<file path="config.mk">
export PLATFORM = sky130hd
export DESIGN_NAME = fetch_prefetch_buf
export DESIGN_NICKNAME = d
export VERILOG_FILES = /design/src/rtl/fetch_pkg.sv /design/src/rtl/fetch_byte_ring.sv /design/src/rtl/fetch_prefetch_buf.sv
export SDC_FILE = /design/constraint.sdc
export NUM_CORES = 1
export LEC_CHECK = 0
export ABC_AREA = 1
export BUFFER_PORTS_ARGS = -buffer_cell sky130_fd_sc_hd__buf_2
export CELL_PAD_IN_SITES_DETAIL_PLACEMENT = 2
export CELL_PAD_IN_SITES_GLOBAL_PLACEMENT = 2
export CORE_MARGIN = 2
export CORE_UTILIZATION = 31
export CTS_CLUSTER_SIZE = 16
export DETAILED_ROUTE_END_ITERATION = 8
export PLACE_DENSITY_LB_ADDON = 0.1
export RECOVER_POWER = 50
export SYNTH_ARGS = -nofsm -noshare
export SYNTH_HDL_FRONTEND = slang
export SYNTH_SLANG_ARGS = --single-unit
</file>
<file path="constraint.sdc">
create_clock -name clk -period 4.1 [get_ports clk]
set_clock_uncertainty 0.15 [all_clocks]
set_input_delay 0.205 -clock clk [delete_from_list [all_inputs] [get_ports clk]]
set_output_delay 0.205 -clock clk [all_outputs]
set_load 0.03 [all_outputs]
</file>
<file path="src/rtl/fetch_pkg.sv">
// Shared fetch-stage definitions for the Y86-64 pipeline.
//   MAX_INSTR_BYTES : longest Y86-64 instruction, i.e. the width of the fetch window
//   stat_e          : architectural status codes
//   I*              : icode values shared with decode
//   clog2           : ceiling log2 for sizing pointers and counters
package fetch_pkg;

    localparam int unsigned MAX_INSTR_BYTES = 10;

    typedef enum logic [2:0] {
        SAOK = 3'd1,
        SHLT = 3'd2,
        SADR = 3'd3,
        SINS = 3'd4
    } stat_e;

    localparam logic [3:0] IHALT   = 4'h0;
    localparam logic [3:0] INOP    = 4'h1;
    localparam logic [3:0] IRRMOVQ = 4'h2;
    localparam logic [3:0] IIRMOVQ = 4'h3;
    localparam logic [3:0] IRMMOVQ = 4'h4;
    localparam logic [3:0] IMRMOVQ = 4'h5;
    localparam logic [3:0] IOPQ    = 4'h6;
    localparam logic [3:0] IJXX    = 4'h7;
    localparam logic [3:0] ICALL   = 4'h8;
    localparam logic [3:0] IRET    = 4'h9;
    localparam logic [3:0] IPUSHQ  = 4'hA;
    localparam logic [3:0] IPOPQ   = 4'hB;

    function automatic int unsigned clog2(input int unsigned value);
        int unsigned result;
        result = 0;
        for (int unsigned i = 0; i < 32; i++) begin
            if ((32'd1 << i) < value) result = i + 1;
        end
        return result;
    endfunction

endpackage

</file>
<file path="src/rtl/fetch_byte_ring.sv">
// Byte ring buffer for the instruction prefetcher.
//   clk, rst_n : clock, asynchronous active-low reset
//   wr_en      : push FETCH_BYTES bytes from wr_data at wr_ptr (lowest byte in [7:0])
//   wr_ptr     : ring index of the first pushed byte
//   rd_ptr     : ring index of window byte 0
//   count      : number of valid bytes starting at rd_ptr
//   window     : 10-byte read window, byte at rd_ptr in the top byte lane;
//                lanes at or beyond count read as zero
module fetch_byte_ring
    import fetch_pkg::*;
#(
    parameter int unsigned DEPTH       = 16,
    parameter int unsigned FETCH_BYTES = 4,
    localparam int unsigned PTR_W      = clog2(DEPTH),
    localparam int unsigned CNT_W      = PTR_W + 1
) (
    input  logic                           clk,
    input  logic                           rst_n,
    input  logic                           wr_en,
    input  logic [PTR_W-1:0]               wr_ptr,
    input  logic [8*FETCH_BYTES-1:0]       wr_data,
    input  logic [PTR_W-1:0]               rd_ptr,
    input  logic [CNT_W-1:0]               count,
    output logic [8*MAX_INSTR_BYTES-1:0]   window
);

    logic [7:0] mem_q [DEPTH];

    always_ff @(posedge clk or negedge rst_n) begin
        if (!rst_n) begin
            for (int i = 0; i < int'(DEPTH); i++) begin
                mem_q[i] <= 8'h00;
            end
        end else if (wr_en) begin
            for (int b = 0; b < int'(FETCH_BYTES); b++) begin
                mem_q[wr_ptr + PTR_W'(b)] <= wr_data[8*b +: 8];
            end
        end
    end

    // Pointer arithmetic is PTR_W bits wide, so the window wraps over the ring end for free.
    always_comb begin
        window = '0;
        for (int unsigned i = 0; i < MAX_INSTR_BYTES; i++) begin
            if (CNT_W'(i) < count) begin
                window[8*(MAX_INSTR_BYTES-1-i) +: 8] = mem_q[rd_ptr + PTR_W'(i)];
            end
        end
    end

endmodule

</file>
<file path="src/rtl/fetch_prefetch_buf.sv">
// Instruction prefetch buffer: fetches FETCH_BYTES-wide beats over a req/gnt/rvalid
// handshake, buffers them in a byte ring and presents a 10-byte PC-aligned window.
//   clk, rst_n            : clock, asynchronous active-low reset
//   redirect_valid_i/pc_i : flush buffer and restart fetch at redirect_pc_i
//   imem_req_o/addr_o     : beat request and its byte address
//   imem_gnt_i            : request accepted
//   imem_rvalid_i/rdata_i : response beat, lowest address in [7:0]
//   imem_err_i            : response is an address error
//   instr_valid_o         : window holds >= 10 bytes or an error is pending
//   instr_pc_o            : PC of window byte 0
//   instr_bytes_o         : window, byte at instr_pc_o in [79:72]
//   instr_err_o           : window truncated by a memory error
//   consume_i/len_i       : retire consume_len_i (1..10) bytes from the head
module fetch_prefetch_buf
    import fetch_pkg::*;
#(
    parameter int unsigned       ADDR_W      = 64,
    parameter int unsigned       FETCH_BYTES = 4,
    parameter int unsigned       DEPTH       = 16,
    parameter logic [ADDR_W-1:0] RESET_PC    = '0
) (
    input  logic                         clk,
    input  logic                         rst_n,
    input  logic                         redirect_valid_i,
    input  logic [ADDR_W-1:0]            redirect_pc_i,
    output logic                         imem_req_o,
    output logic [ADDR_W-1:0]            imem_addr_o,
    input  logic                         imem_gnt_i,
    input  logic                         imem_rvalid_i,
    input  logic [8*FETCH_BYTES-1:0]     imem_rdata_i,
    input  logic                         imem_err_i,
    output logic                         instr_valid_o,
    output logic [ADDR_W-1:0]            instr_pc_o,
    output logic [8*MAX_INSTR_BYTES-1:0] instr_bytes_o,
    output logic                         instr_err_o,
    input  logic                         consume_i,
    input  logic [3:0]                   consume_len_i
);

    localparam int unsigned       PTR_W   = clog2(DEPTH);
    localparam int unsigned       CNT_W   = PTR_W + 1;
    localparam logic [CNT_W-1:0]  DEPTH_C = CNT_W'(DEPTH);
    localparam logic [CNT_W-1:0]  FB_C    = CNT_W'(FETCH_BYTES);
    localparam logic [CNT_W-1:0]  WIN_C   = CNT_W'(MAX_INSTR_BYTES);
    localparam logic [ADDR_W-1:0] FB_A    = ADDR_W'(FETCH_BYTES);

    logic [CNT_W-1:0]  count_q;
    logic [PTR_W-1:0]  rd_ptr_q, wr_ptr_q;
    logic [ADDR_W-1:0] fetch_addr_q, head_pc_q;
    logic              outstanding_q, drop_q, err_q, run_q;

    logic              space_ok, rsp_fire, rsp_write, consume_fire;
    logic [CNT_W-1:0]  consume_amt, push_amt;

    // Space is judged on the pre-consume count; a same-cycle consume only frees room later.
    assign space_ok     = (DEPTH_C - count_q) >= FB_C;
    assign imem_req_o   = run_q & ~outstanding_q & ~err_q & ~redirect_valid_i & space_ok;
    assign imem_addr_o  = fetch_addr_q;

    // A response is only meaningful while a beat is outstanding; anything else
    // (e.g. a late beat from before a reset) is ignored.
    assign rsp_fire     = imem_rvalid_i & outstanding_q;
    assign rsp_write    = rsp_fire & ~drop_q & ~imem_err_i & ~redirect_valid_i;

    assign instr_valid_o = (count_q >= WIN_C) | err_q;
    assign instr_err_o   = err_q & (count_q < WIN_C);
    assign instr_pc_o    = head_pc_q;

    assign consume_fire = consume_i & instr_valid_o & ~redirect_valid_i;
    assign consume_amt  = consume_fire ? CNT_W'(consume_len_i) : '0;
    assign push_amt     = rsp_write ? FB_C : '0;

    always_ff @(posedge clk or negedge rst_n) begin
        if (!rst_n) begin
            count_q       <= '0;
            rd_ptr_q      <= '0;
            wr_ptr_q      <= '0;
            fetch_addr_q  <= RESET_PC;
            head_pc_q     <= RESET_PC;
            outstanding_q <= 1'b0;
            drop_q        <= 1'b0;
            err_q         <= 1'b0;
            run_q         <= 1'b0;
        end else begin
            run_q <= 1'b1;
            if (redirect_valid_i) begin
                count_q      <= '0;
                rd_ptr_q     <= wr_ptr_q;
                head_pc_q    <= redirect_pc_i;
                fetch_addr_q <= redirect_pc_i;
                err_q        <= 1'b0;
                // A beat still in flight belongs to the old stream: mark it for discard.
                if (outstanding_q && !imem_rvalid_i) begin
                    drop_q <= 1'b1;
                end else begin
                    drop_q        <= 1'b0;
                    outstanding_q <= 1'b0;
                end
            end else begin
                count_q <= count_q - consume_amt + push_amt;
                if (consume_fire) begin
                    rd_ptr_q  <= rd_ptr_q + PTR_W'(consume_len_i);
                    head_pc_q <= head_pc_q + ADDR_W'(consume_len_i);
                end
                if (rsp_write) begin
                    wr_ptr_q <= wr_ptr_q + PTR_W'(FETCH_BYTES);
                end
                if (rsp_fire) begin
                    outstanding_q <= 1'b0;
                    drop_q        <= 1'b0;
                    if (!drop_q && imem_err_i) begin
                        err_q <= 1'b1;
                    end
                end
                // Never coincides with rsp_fire: a request needs outstanding_q clear.
                if (imem_req_o && imem_gnt_i) begin
                    outstanding_q <= 1'b1;
                    fetch_addr_q  <= fetch_addr_q + FB_A;
                end
            end
        end
    end

    fetch_byte_ring #(
        .DEPTH       (DEPTH),
        .FETCH_BYTES (FETCH_BYTES)
    ) u_ring (
        .clk     (clk),
        .rst_n   (rst_n),
        .wr_en   (rsp_write),
        .wr_ptr  (wr_ptr_q),
        .wr_data (imem_rdata_i),
        .rd_ptr  (rd_ptr_q),
        .count   (count_q),
        .window  (instr_bytes_o)
    );

endmodule
</file>
# Word level (Yosys, flattened, before mapping)
# Index checks and enable logic that the tools add are counted.
[classes]
bitwise_logic = 31
eq_ne = 1
n_reduce_logical = 17
n_addsub = 19
magnitude_cmp = 31
muxes = 70
[ops]
columns = ["op", "n"]
rows = [
  ["$bwmux 128", 4],
  ["$bmux 8 s4", 10],
  ["$mux 8", 34],
  ["$mux 64", 4],
  ["$demux 8 s4", 4],
  ["$ge 5x5->1 const B", 14],
  ["$not 4->5", 14],
  ["$add 64x3->64 const B", 1],
  ["$add 64x4->64", 1],
  ["$add 4x3->4 const B", 5],
  ["$lt 3x5->1 const A", 4],
  ["$lt 5x1->1 const B", 4],
  ["$add 4x2->4 const B", 4],
  ["$mux 4", 3],
  ["$and 1x1->1", 11],
  ["$lt 1x5->1 const A", 2],
  ["$lt 2x5->1 const A", 2],
  ["$lt 4x5->1 const A", 2],
  ["$mux 1", 9],
  ["$add 4x1->4 const B", 2],
  ["$add 4x4->4 const B", 2],
  ["$reduce_bool 2->1", 4],
  ["$logic_and 1x1->1", 7],
  ["$reduce_and 2->1", 3],
  ["other kinds (14)", 19],
]
[totals]
regBits = 273
out_inout_bits = 211
inputBits = 107
wordCells = 194

# Logic depth before layout (Yosys ltp)
# Gate-level depths: netlist (run 1).
[logic_depth]
depth_word = 9
depth_mapped = 16
mapped_depth_nobuf = 15

# By module
# Synthesis (run 1) repeated with hierarchy kept, for this count alone.
[hier_totals]
cells_unflattened = 4492
hier_area_um2 = 26442.9
[by_module_without_submodules]
columns = ["mod", "cells_each", "n_inst", "area_each_um2", "seq_area_each_um2"]
rows = [
  ["fetch_byte_ring", 2870, 1, 15793.9, 3203.1],
  ["fetch_prefetch_buf", 1622, 1, 10649.0, 3578.4],
]

# Worst setup path before layout (run 1)
# OpenSTA, ideal clock, no wires.
[synth_timing]
path_kind = "flip-flop to flip-flop"
startpoint = "register count_q[2]"
endpoint = "register count_q[4]"
setup_time_ps = 131
t_required_ps = 3819
synth_period_minus_slack_ps = 3245
path_slack_ps = 855
t_arrival_ps = 2964
stages_incl_launch_ff = 16
path_buffers = 2
cell_sequence = "dfrtp_1 inv_1 nand2_1 a21oi_1 nand2_1 nand2_1 nor2_1 buf_2 buf_4 nand2_1 fa_1 ha_1 a21o_1 a21oi_1 xor2_1 nor2_1"
[synth_between]
elab_chain_len = 8
[synth_lines]
columns = ["element", "line", "source"]
rows = [
  ["from (decl)", "fetch_prefetch_buf.sv:47", "logic [CNT_W-1:0] count_q;"],
  ["from (signal assigned)", "fetch_prefetch_buf.sv:100", "count_q <= count_q - consume_amt + push_amt;"],
  ["$ge 5x4->1", "fetch_prefetch_buf.sv:65", "assign instr_valid_o = (count_q >= WIN_C) | err_q;"],
  ["$or 1x1->1", "fetch_prefetch_buf.sv:65", ""],
  ["net instr_valid_o", "fetch_prefetch_buf.sv:32", "output logic instr_valid_o,"],
  ["$and 1x1->1 (2 in a row)", "fetch_prefetch_buf.sv:69", "assign consume_fire = consume_i & instr_valid_o & ~redirect_valid_i;"],
  ["$mux 4", "fetch_prefetch_buf.sv:70", "assign consume_amt = consume_fire ? CNT_W'(consume_len_i) : '0;"],
  ["$sub 5x4->5", "fetch_prefetch_buf.sv:100", ""],
  ["$add 5x3->5", "fetch_prefetch_buf.sv:100", ""],
  ["$mux 5", "fetch_prefetch_buf.sv:86", "if (redirect_valid_i) begin"],
]
# The timed path passes the listed nets, and every way through them passes these cells.
# A chain may end at the register's enable or synchronous reset.

# Worst setup path in the final report (run 1)
[layout_timing]
startpoint = "register rd_ptr_q[1]"
endpoint = "output port instr_bytes_o[5]"
[layout_between]
elab_chain_len = 6
[layout_lines]
columns = ["element", "line", "source"]
rows = [
  ["from (decl)", "fetch_prefetch_buf.sv:48", "logic [PTR_W-1:0] rd_ptr_q, wr_ptr_q;"],
  ["from (signal assigned)", "fetch_prefetch_buf.sv:88", "rd_ptr_q <= wr_ptr_q;"],
  ["from (signal assigned)", "fetch_prefetch_buf.sv:102", "rd_ptr_q <= rd_ptr_q + PTR_W'(consume_len_i);"],
  ["$add 4x4->4", "fetch_byte_ring.sv:46", "window[8*(MAX_INSTR_BYTES-1-i) +: 8] = mem_q[rd_ptr + PTR_W'(i)];"],
  ["$not 4->5 (implied by the code)", "fetch_byte_ring.sv:46", ""],
  ["$bmux 8 s4", "fetch_byte_ring.sv:46", ""],
  ["$mux 8 (implied by the code) (2 in a row)", "fetch_byte_ring.sv:46", ""],
  ["$mux 8", "fetch_byte_ring.sv:45", "if (CNT_W'(i) < count) begin"],
  ["to (decl)", "fetch_prefetch_buf.sv:34", "output logic [8*MAX_INSTR_BYTES-1:0] instr_bytes_o,"],
]
# No other way between the ends. The select of a mux whose other input is x is not followed.

==> flow_summary.toml, run 1 <==
[global_route]
grt_pass1_wl_mm = 172.0
grt.overflow.total = 0
grt_usage_pct = 32.77
grt_max_degree = 132
antenna_found_initial = 13
grt_pass1_vias = 27040

[logic_synthesis]
synth_edf_count = 0
synth_fp_nets = 3483
synth-adder-area-share_pct = 1.900
synth_seq_cells = 271
yosys_most_used_dff = "dfrtp_1"
synthCells = 3347
synth-compound-area-share_pct = 13.70
synthArstFlopShare_pct = 100.0
synth.area.mux_share_pct = 0.8714
syn_area_um2 = 20680
synth.distinct_cells = 47
ys_seq_area_share_pct = 32.80
syn_area_per_cell_um2 = 6.177
synth_top_family_by_area = "simple AND/OR/NAND/NOR gates"
yosys.area_share.simple_pct = 39.52
yosysWarnings = 0
synthXorXnorAreaFrac_pct = 3.256

[place]
dp_hpwl_mm = 89.58
portBuffers = 317
gp_congestion = 0.9590
place_ws_ns = 0.7324

[sta]
relSlewSlack_pct = -74.18
timing.final.crit_share_pct = 90.62
worstMarginPinSlew_ns = 2.613
setup_viol = 0
worst_slack_ns = 0.3846
rsz0062_at_grt = "false"
fmax_mhz = 269.2
hold_viol = 0
finalMaxSlewViolations = 83
fin_tns_setup_ns = 0
min_period_ns = 3.715

[floorplan]
fp.dieH_um = 262.3
initial_utilization_pct = 31.39
die_w_um = 262.3
fp.coreArea_um2 = 65860
io-pin-count = 318
dieArea_um2 = 68780
num_rows = 94

[outcome]
outcome = "finished, violations left"
violations = "max-capacitance violations, max-slew violations"

[clock_tree]
cts_max_level = 2
cts_buffers = 38
clockBufferDepth = 3
path_clk_slew_ns = 0.06
cts_setup_buffers = 0
clock_latency_ns = 0.59
clock_sinks = 271
root_buffer = "clkbuf_16"
cts_tree = "built"

[pwr]
ir_worst_vdd_v = 0.0003008
p_leak_uw = 0.01206
power_density_nw_per_um2 = 670.1

[worst_setup_path]
path_class = "flip-flop to output pin"
crit_required_ns = 3.74
worst_setup_path_start_kind = "flip-flop"
end_kind = "output pin"
arrival_ns = 3.36
timing.rr.start = "count_q[2]"
crit_start = "rd_ptr_q[1]"
ff2ff_setup_slack_ns = 0.66
crit_fanout = 38

[route]
first_pass_iters = 5
ant_nets = 0
drt_iter0_markers = 1215
viasPerCell = 5.387
vias = 24720
wirelength_mm = 115.4
wl_per_cell_um = 25.16
route.detailed.drc = 0

[worst_hold_path]
hold_path_startpoint = "consume_len_i[3]"
min_path_type = "input pin to flip-flop"

[finish]
area_growth_pct = 22.25
fill_cells = 8120
final_nets = 3826
seqCellArea_um2 = 6785
multi_input_area_um2 = 12280
drive_gt1_share_pct = 9.599

[flow_run]
drv_cap = 1
## where the power goes
part           total [µW]  internal, µW  switching [µW]
Sequential           4110          3250             858
Combinational        9280          2500            6780
Clock                3550          2090            1460
## placed cells by master (no fill, tap or decap), drive strengths merged, types with 7 or more instances in the layout
master,count
nand2,1293
o21ai,335
nor2,323
inv,275
dfrtp,271
nand3,267
buf,252
clkbuf,157
a21oi,129
dlygate4sd3,95
xor2,52
nand4,40
o211ai,38
nor3,38
ha,25
and2,22
xnor2,21
mux2i,18
clkinv,12
a31oi,10
or2,7
## worst max-delay path, cell delays in order (launching register included)
cell and delay, ns:
dfrtp_1 0.41, inv_2 0.51, ha_4 0.39, buf_4 0.24, o21ai_0 0.51, mux2i_1 0.24
o21ai_0 0.23, nor2_1 0.07, buf_2 0.18
## per-layer routing
| metal | global-route usage, % | vias to the layer above | wire, µm |
|---|---|---|---|
| met3 | 4.196 | 227 | 4083 |
| met2 | 60.97 | 557 | 60250 |
| li1 | - | 11430 | - |
| met1 | 35.58 | 12500 | 43670 |
| met4 | 18.54 | 8 | 7385 |
| met5 | 0 | - | 51 |
## cell families (layout without fill, tap and decap cells)
kind of cell / Yosys count / in the layout
and+or+nand+nor: 2000 / 2000
AOI/OAI and AO/OA: 534 / 534
buffers and inverters: 421 / 793
DFF: 271 / 271
xor gates and xnor gates: 73 / 73
adders and majority gates: 29 / 29
muxes: 18 / 18
other: 1 / 7
## Yosys cell counts, types with 20 or more instances
| master | count | share of area [%] |
|---|---|---|
| nand2_1 | 1286 | 23 |
| o21ai_0 | 321 | 7.8 |
| nor2_1 | 318 | 5.8 |
| dfrtp_1 | 271 | 33 |
| inv_1 | 266 | 4.8 |
| nand3_1 | 266 | 6.4 |
| a21oi_1 | 129 | 3.1 |
| clkbuf_1 | 87 | 1.6 |
| xor2_1 | 49 | 2.1 |
| nand4_1 | 40 | 1.2 |
| o211ai_1 | 38 | 1.4 |
| buf_2 | 37 | 0.90 |
| nor3_1 | 37 | 0.90 |
| ha_1 | 25 | 1.5 |
| xnor2_1 | 21 | 0.89 |
| buf_1 | 20 | 0.36 |
## through the flow
stage / util, % / area, µm² / cells / total power, µW / hold slack, ns
after detailed placement: 35.13 / 23140 / 4419 / 13360 / 0.1208
after global placement: 35.13 / 23140 / 4419 / 12940 / 0.1170
after global routing: 38.36 / 25270 / 4586 / 18010 / 0.01827
final: 38.38 / 25280 / 4589 / 16940 / 0.03454
after floorplan: - / 20680 / 3347 / 9833 / -0.2406
after CTS: 38.55 / 25390 / 4582 / 17060 / 0.005824
## sequential cells by signal, indices dropped and copies added (netlist names)
name	cells
instr_pc_o	64
wr_ptr_q	2
imem_addr_o	64
count_q	5
run_q	1
outstanding_q	1
err_q	1
drop_q	1
rd_ptr_q	4
u_ring.mem_q	128
## final timing paths
check,to,depth (start not counted)
setup / recovery,instr_bytes_o[5],8
hold / removal,rd_ptr_q[3],5
setup reg to reg,count_q[4],14
hold reg to reg,imem_addr_o[0],2
max in group asynchronous,u_ring.mem_q[23],3
min in group asynchronous,u_ring.mem_q[48],2
## timing repair
action                                  4_1_cts  5_1_grt
endpoints found under the hold margin       324        1
resized for setup                             0        1
hold buffers                                 94        1
endpoints found under the setup margin        0        6
## final cells by class
type                       instances  area share [%]
clock inverter                    16          0.6485
timing repair buffer             451           10.98
clock buffer                      53           4.539
sequential                       271           26.85
tap                              864           4.277
multi-input combinational       2655           48.58
inverter                         273           4.064
antenna                            6         0.05940
No activity file was read; power rests on OpenSTA's default activity.
==> run 2, diff against run 1 <==
- CORE_UTILIZATION: 31 -> 32
- CTS_BUF_LIST: not set -> sky130_fd_sc_hd__clkbuf_4 sky130_fd_sc_hd__clkbuf_8
==> flow_summary.toml, run 2 (same netlist as run 1, synthesis figures left out) <==
[outcome]
outcome = "finished, violations left"
violations = "max-capacitance violations, max-slew violations"

[worst_setup_path]
ff2ff_setup_slack_ns = 0.77
path_class = "flip-flop to output pin"
cp_slowest_stage_delay_ns = 0.61
crit_family = "compound AO/OA/AOI/OAI gates"
crit_required_ns = 3.74
critPathBufInv = 3
path_cells = "clkinv_2 > buf_12 > nand2_1 > nand2_1 > o21ai_0 > o21ai_0 > o21ai_0 > nor2_1 > buf_2"
crit_fanout = 131
critPathSlowestCell = "dfrtp_4"
path_common_cell = "o21ai_0"
arrival_ns = 3.49
end_kind = "output pin"
worst_setup_path_start_kind = "flip-flop"

[place]
gp_congestion = 0.9286
dp_hpwl_mm = 88.71
portBuffers = 317
placedCellCount = 4411

[clock_tree]
root_buffer = "clkbuf_8"
cts_setup_buffers = 0
cts-resized-gates = 0
clock_latency_ns = 0.69
clockBufferDepth = 3
cts_max_level = 2
cts_buffers = 55
hold_buffers = 108
path_clk_slew_ns = 0.06
clock_sinks = 271
cts_tree = "built"

[floorplan]
initial_utilization_pct = 32.25
dieArea_um2 = 66660
io-pin-count = 318
fp.dieH_um = 258.2
num_rows = 93
die_w_um = 258.2
fp.coreArea_um2 = 64120

[finish]
fin_util_pct = 39.36
layout.cells.non_filler = 4623
final_cell_mix = "nand2_1, o21ai_0, nor2_1"
area_growth_pct = 22.05
top_register = "u_ring.mem_q"
largest_reg_flops = 128
drive_gt1_share_pct = 10.24
final_nets = 3857
mostFrequentLayoutCell = "nand2_1"

[route]
wl_met1_mm = 42.77
ant_nets = 0
wl_per_cell_um = 24.98
wl_met2_mm = 60.44
dr.max_layer_used = "met5"
viasPerCell = 5.399
vias = 24960
drt_iter0_markers = 1368
met3WireLength_mm = 4.206
first_pass_iters = 5
wirelength_mm = 115.5
route.detailed.drc = 0

[sta]
relSlewSlack_pct = -92.02
hold_viol = 0
fmax_mhz = 259.8
rsz0062_at_grt = "false"
setup_viol = 0
min_period_ns = 3.849
worstMarginPinSlew_ns = 2.880
finalMaxSlewViolations = 93
fin_tns_setup_ns = 0
timing.final.crit_share_pct = 93.88

[pwr]
sw_frac_of_total_pct = 54.30
power_uw = 16570
ir_worst_vdd_v = 0.0002236
switchingPower_uw = 8999
p_leak_uw = 0.01208
p_clk_share_pct = 19.0
comb_power_share_pct = 56.1
power_density_nw_per_um2 = 656.7
p_seq_share_pct = 24.9
internal_power_uw = 7574

[global_route]
grt_pass1_wl_mm = 172.6
grt_max_degree = 132
grt_usage_pct = 34.25
grt.overflow.total = 0
grt_pass1_vias = 27700
antenna_found_initial = 11

[flow_run]
drv_cap = 1

[worst_hold_path]
min_path_type = "input pin to flip-flop"
==> run 2: cell types whose count changed in the layout (fill, tap and decap cells not counted), sizes merged <==
cell	previous run	this run
buf	252	250
bufinv	2	1
clkbuf	157	198
clkinv	12	5
clkinvlp	0	2
diode	6	8
dlygate4sd3	95	108
inv	275	270
==> run 2: area by class of cell <==
class | count | area [µm²]
antenna | 8 | 20.02
tap | 855 | 1070
sequential | 271 | 6785
fill | 8022 | 38880
clock inverter | 5 | 55.05
inverter | 273 | 1026
clock buffer | 91 | 1134
multi-input combinational | 2655 | 12280
timing repair buffer | 465 | 2870
==> run 2: per-layer routing <==
layer,track usage (%),vias to the layer above
met5,0,-
met2,64.76,587
li1,-,11500
met1,35.77,12610
met4,20.73,8
met3,4.692,260
==> run 2: final timing paths <==
check,startpoint,to,cells past startpoint
worst max register to register,count_q[2],count_q[3],15
max in group asynchronous,rst_n,instr_pc_o[14],3
min in group asynchronous,rst_n,u_ring.mem_q[52],2
worst min register to register,imem_addr_o[0],imem_addr_o[0],2
worst max-delay path,rd_ptr_q[0],instr_bytes_o[9],9
worst min-delay path,consume_len_i[2],instr_pc_o[2],5
==> run 2: metrics by stage <==
stage | cell area [µm²] | worst slack, ns | hold slack (ns)
after global routing | 25230 | 0.04780 | 0.1026
after floorplan | 20680 | 0.8550 | -0.2406
after CTS | 25390 | 0.2388 | 0.04086
after detailed placement | 23120 | 0.8403 | 0.1730
final | 25240 | 0.2508 | 0.06840
after global placement | 23120 | 0.9586 | 0.1743
==> run 2: power groups by stage <==
stage | clock network, µW | registers, µW | logic [µW]
detailed placement | 0 | 4140 | 9240
global route | 3320 | 4190 | 10100
global placement | 0 | 4100 | 8860
finish | 3140 | 4130 | 9300
CTS | 3210 | 4110 | 9380
floorplan | 0 | 4250 | 5580
==> run 2: worst min-delay path: cells and delay by family <==
kind / cells / cell delay, ns
buffers and inverters: 1 / 0.14
AND/OR/NAND/NOR: 3 / 0.27
adder cells (fa/ha/maj): 1 / 0.23
==> run 3, diff against run 2 <==
- BUFFER_PORTS_ARGS: -buffer_cell sky130_fd_sc_hd__buf_2 -> -buffer_cell sky130_fd_sc_hd__clkbuf_2
==> flow_summary.toml, run 3 (same netlist as run 1, synthesis figures left out) <==
[clock_tree]
cts_tree = "built"
clock_sinks = 271
clock_latency_ns = 0.69
root_buffer = "clkbuf_8"
cts_max_level = 2
clockBufferDepth = 3
cts_setup_buffers = 0
cts_buffers = 56
path_clk_slew_ns = 0.06

[global_route]
grt_usage_pct = 34.56
grt_max_degree = 132
antenna_found_initial = 10
grt_pass1_wl_mm = 173.6
grt_pass1_vias = 27550
grt.overflow.total = 0

[worst_setup_path]
end_kind = "output pin"
worst_setup_path_start_kind = "flip-flop"
crit_fanout = 131
arrival_ns = 3.51
crit_required_ns = 3.74
path_cells = "clkinv_2 > buf_16 > nand2_1 > nand2_1 > o21ai_0 > o21ai_0 > o21ai_0 > nor2_1 > clkbuf_2"
path_class = "flip-flop to output pin"
path_common_cell = "o21ai_0"
critPathSlowestCell = "dfrtp_4"
cp_slowest_stage_delay_ns = 0.62

[route]
met3WireLength_mm = 4.327
drt_iter0_markers = 1276
dr.max_layer_used = "met5"
wirelength_mm = 116.8
ant_nets = 0
wl_met1_mm = 43.09
route.detailed.drc = 0
vias = 24980
wl_per_cell_um = 25.21
wl_met2_mm = 60.27
viasPerCell = 5.390
first_pass_iters = 5

[place]
portBuffers = 317
gp_congestion = 0.9267
placedCellCount = 4415
dp_hpwl_mm = 88.59

[flow_run]
drv_cap = 4

[finish]
layout.cells.non_filler = 4634
mostFrequentLayoutCell = "nand2_1"
largest_reg_flops = 128
area_growth_pct = 22.65
drive_gt1_share_pct = 10.34
final_nets = 3866
final_cell_mix = "nand2_1, o21ai_0, nor2_1"
fill_cells = 7977
top_register = "u_ring.mem_q"

[sta]
min_period_ns = 3.867
fmax_mhz = 258.6
hold_viol = 1
timing.final.crit_share_pct = 94.32
rsz0062_at_grt = "false"
finalMaxSlewViolations = 178
fin_tns_setup_ns = 0
holdWs_ns = -0.00008016
relSlewSlack_pct = -79.36
setup_viol = 0
worstMarginPinSlew_ns = 2.690

[floorplan]
io-pin-count = 318
dieArea_um2 = 66660
fp.dieH_um = 258.2
num_rows = 93
fp.coreArea_um2 = 64120
die_w_um = 258.2
initial_utilization_pct = 32.25

[pwr]
ir_worst_vdd_v = 0.0002800
power_uw = 16790
power_density_nw_per_um2 = 662.0
p_leak_uw = 0.01211

[outcome]
outcome = "finished, violations left"
violations = "negative hold slack, max-capacitance violations, max-slew violations"

[worst_hold_path]
min_path_type = "input pin to asynchronous set/reset pin"
run 3: changes by cell type in the layout (fill, tap and decap cells not counted), moves of 2 or more:
cell           before  now
dlygate4sd3_1     108  112
buf_4              32   34
diode_2             8    6
clkinv_2            3    7
clkbuf_8           72   68
clkbuf_2            3  217
clkbuf_1          102  105
buf_2             215    0
bufinv_16           1    3
run 3: area by class of cell:
cell class	instances	area [µm²]	share of cell area [%]
Inverter	273	1026	4.046
Tap cell	855	1070	4.218
Multi-Input combinational cell	2655	12280	48.41
Clock buffer	90	1101	4.342
Antenna cell	6	15.01	0.05921
Clock inverter	11	135.1	0.5329
Sequential cell	271	6785	26.76
Timing Repair Buffer	473	2952	11.64
run 3: path summary, 6_finish.rpt:
check | start | endpoint | slack, ns | cells past startpoint
min | rst_n | u_ring.mem_q[56] | -0.00008 | 2
max reg2reg | count_q[2] | count_q[4] | 0.72 | 13
min in group clk | consume_len_i[2] | instr_pc_o[2] | 0.08 | 5
max | rd_ptr_q[0] | instr_bytes_o[15] | 0.23 | 9
min reg2reg | imem_addr_o[0] | imem_addr_o[0] | 0.33 | 2
max in group asynchronous | rst_n | imem_addr_o[11] | 0.65 | 3
run 3: report_power, final:
| group | switching [µW] | internal (µW) | leakage (µW) |
|---|---|---|---|
| logic | 6840 | 2550 | 0.00796 |
| registers | 866 | 3250 | 0.00349 |
| clock network | 1410 | 1880 | 0.000656 |
| total | 9110 | 7680 | 0.0121 |
run 3: what timing repair did:
item | CTS | global route
endpoints found under the setup margin | 0 | 3
hold buffers | 112 | 0
resized for setup | 0 | 2
endpoints found under the hold margin | 379 | 0
run 3: per-layer routing:
metal	vias to the layer above	GRT usage, %
met5	-	0
met4	12	23.47
met3	293	4.682
met2	599	64.18
met1	12560	36.12
li1	11520	-
run 3: through the flow:
stage / worst slack (ns) / utilization, % / cell area [µm²]
floorplan: 0.8550 / - / 20680
global placement: 0.9994 / 36.10 / 23150
detailed placement: 0.9210 / 36.10 / 23150
CTS: 0.1974 / 39.78 / 25500
global route: 0.01208 / 39.54 / 25350
finish: 0.2329 / 39.55 / 25360
run 3: critical path, delay by kind of cell (launching register included):
family | cells | cell delay (ns)
buffers and inverters | 3 | 0.76
AO/OA/AOI/OAI | 3 | 0.92
AND/OR/NAND/NOR | 3 | 0.40
flip-flops | 1 | 0.62
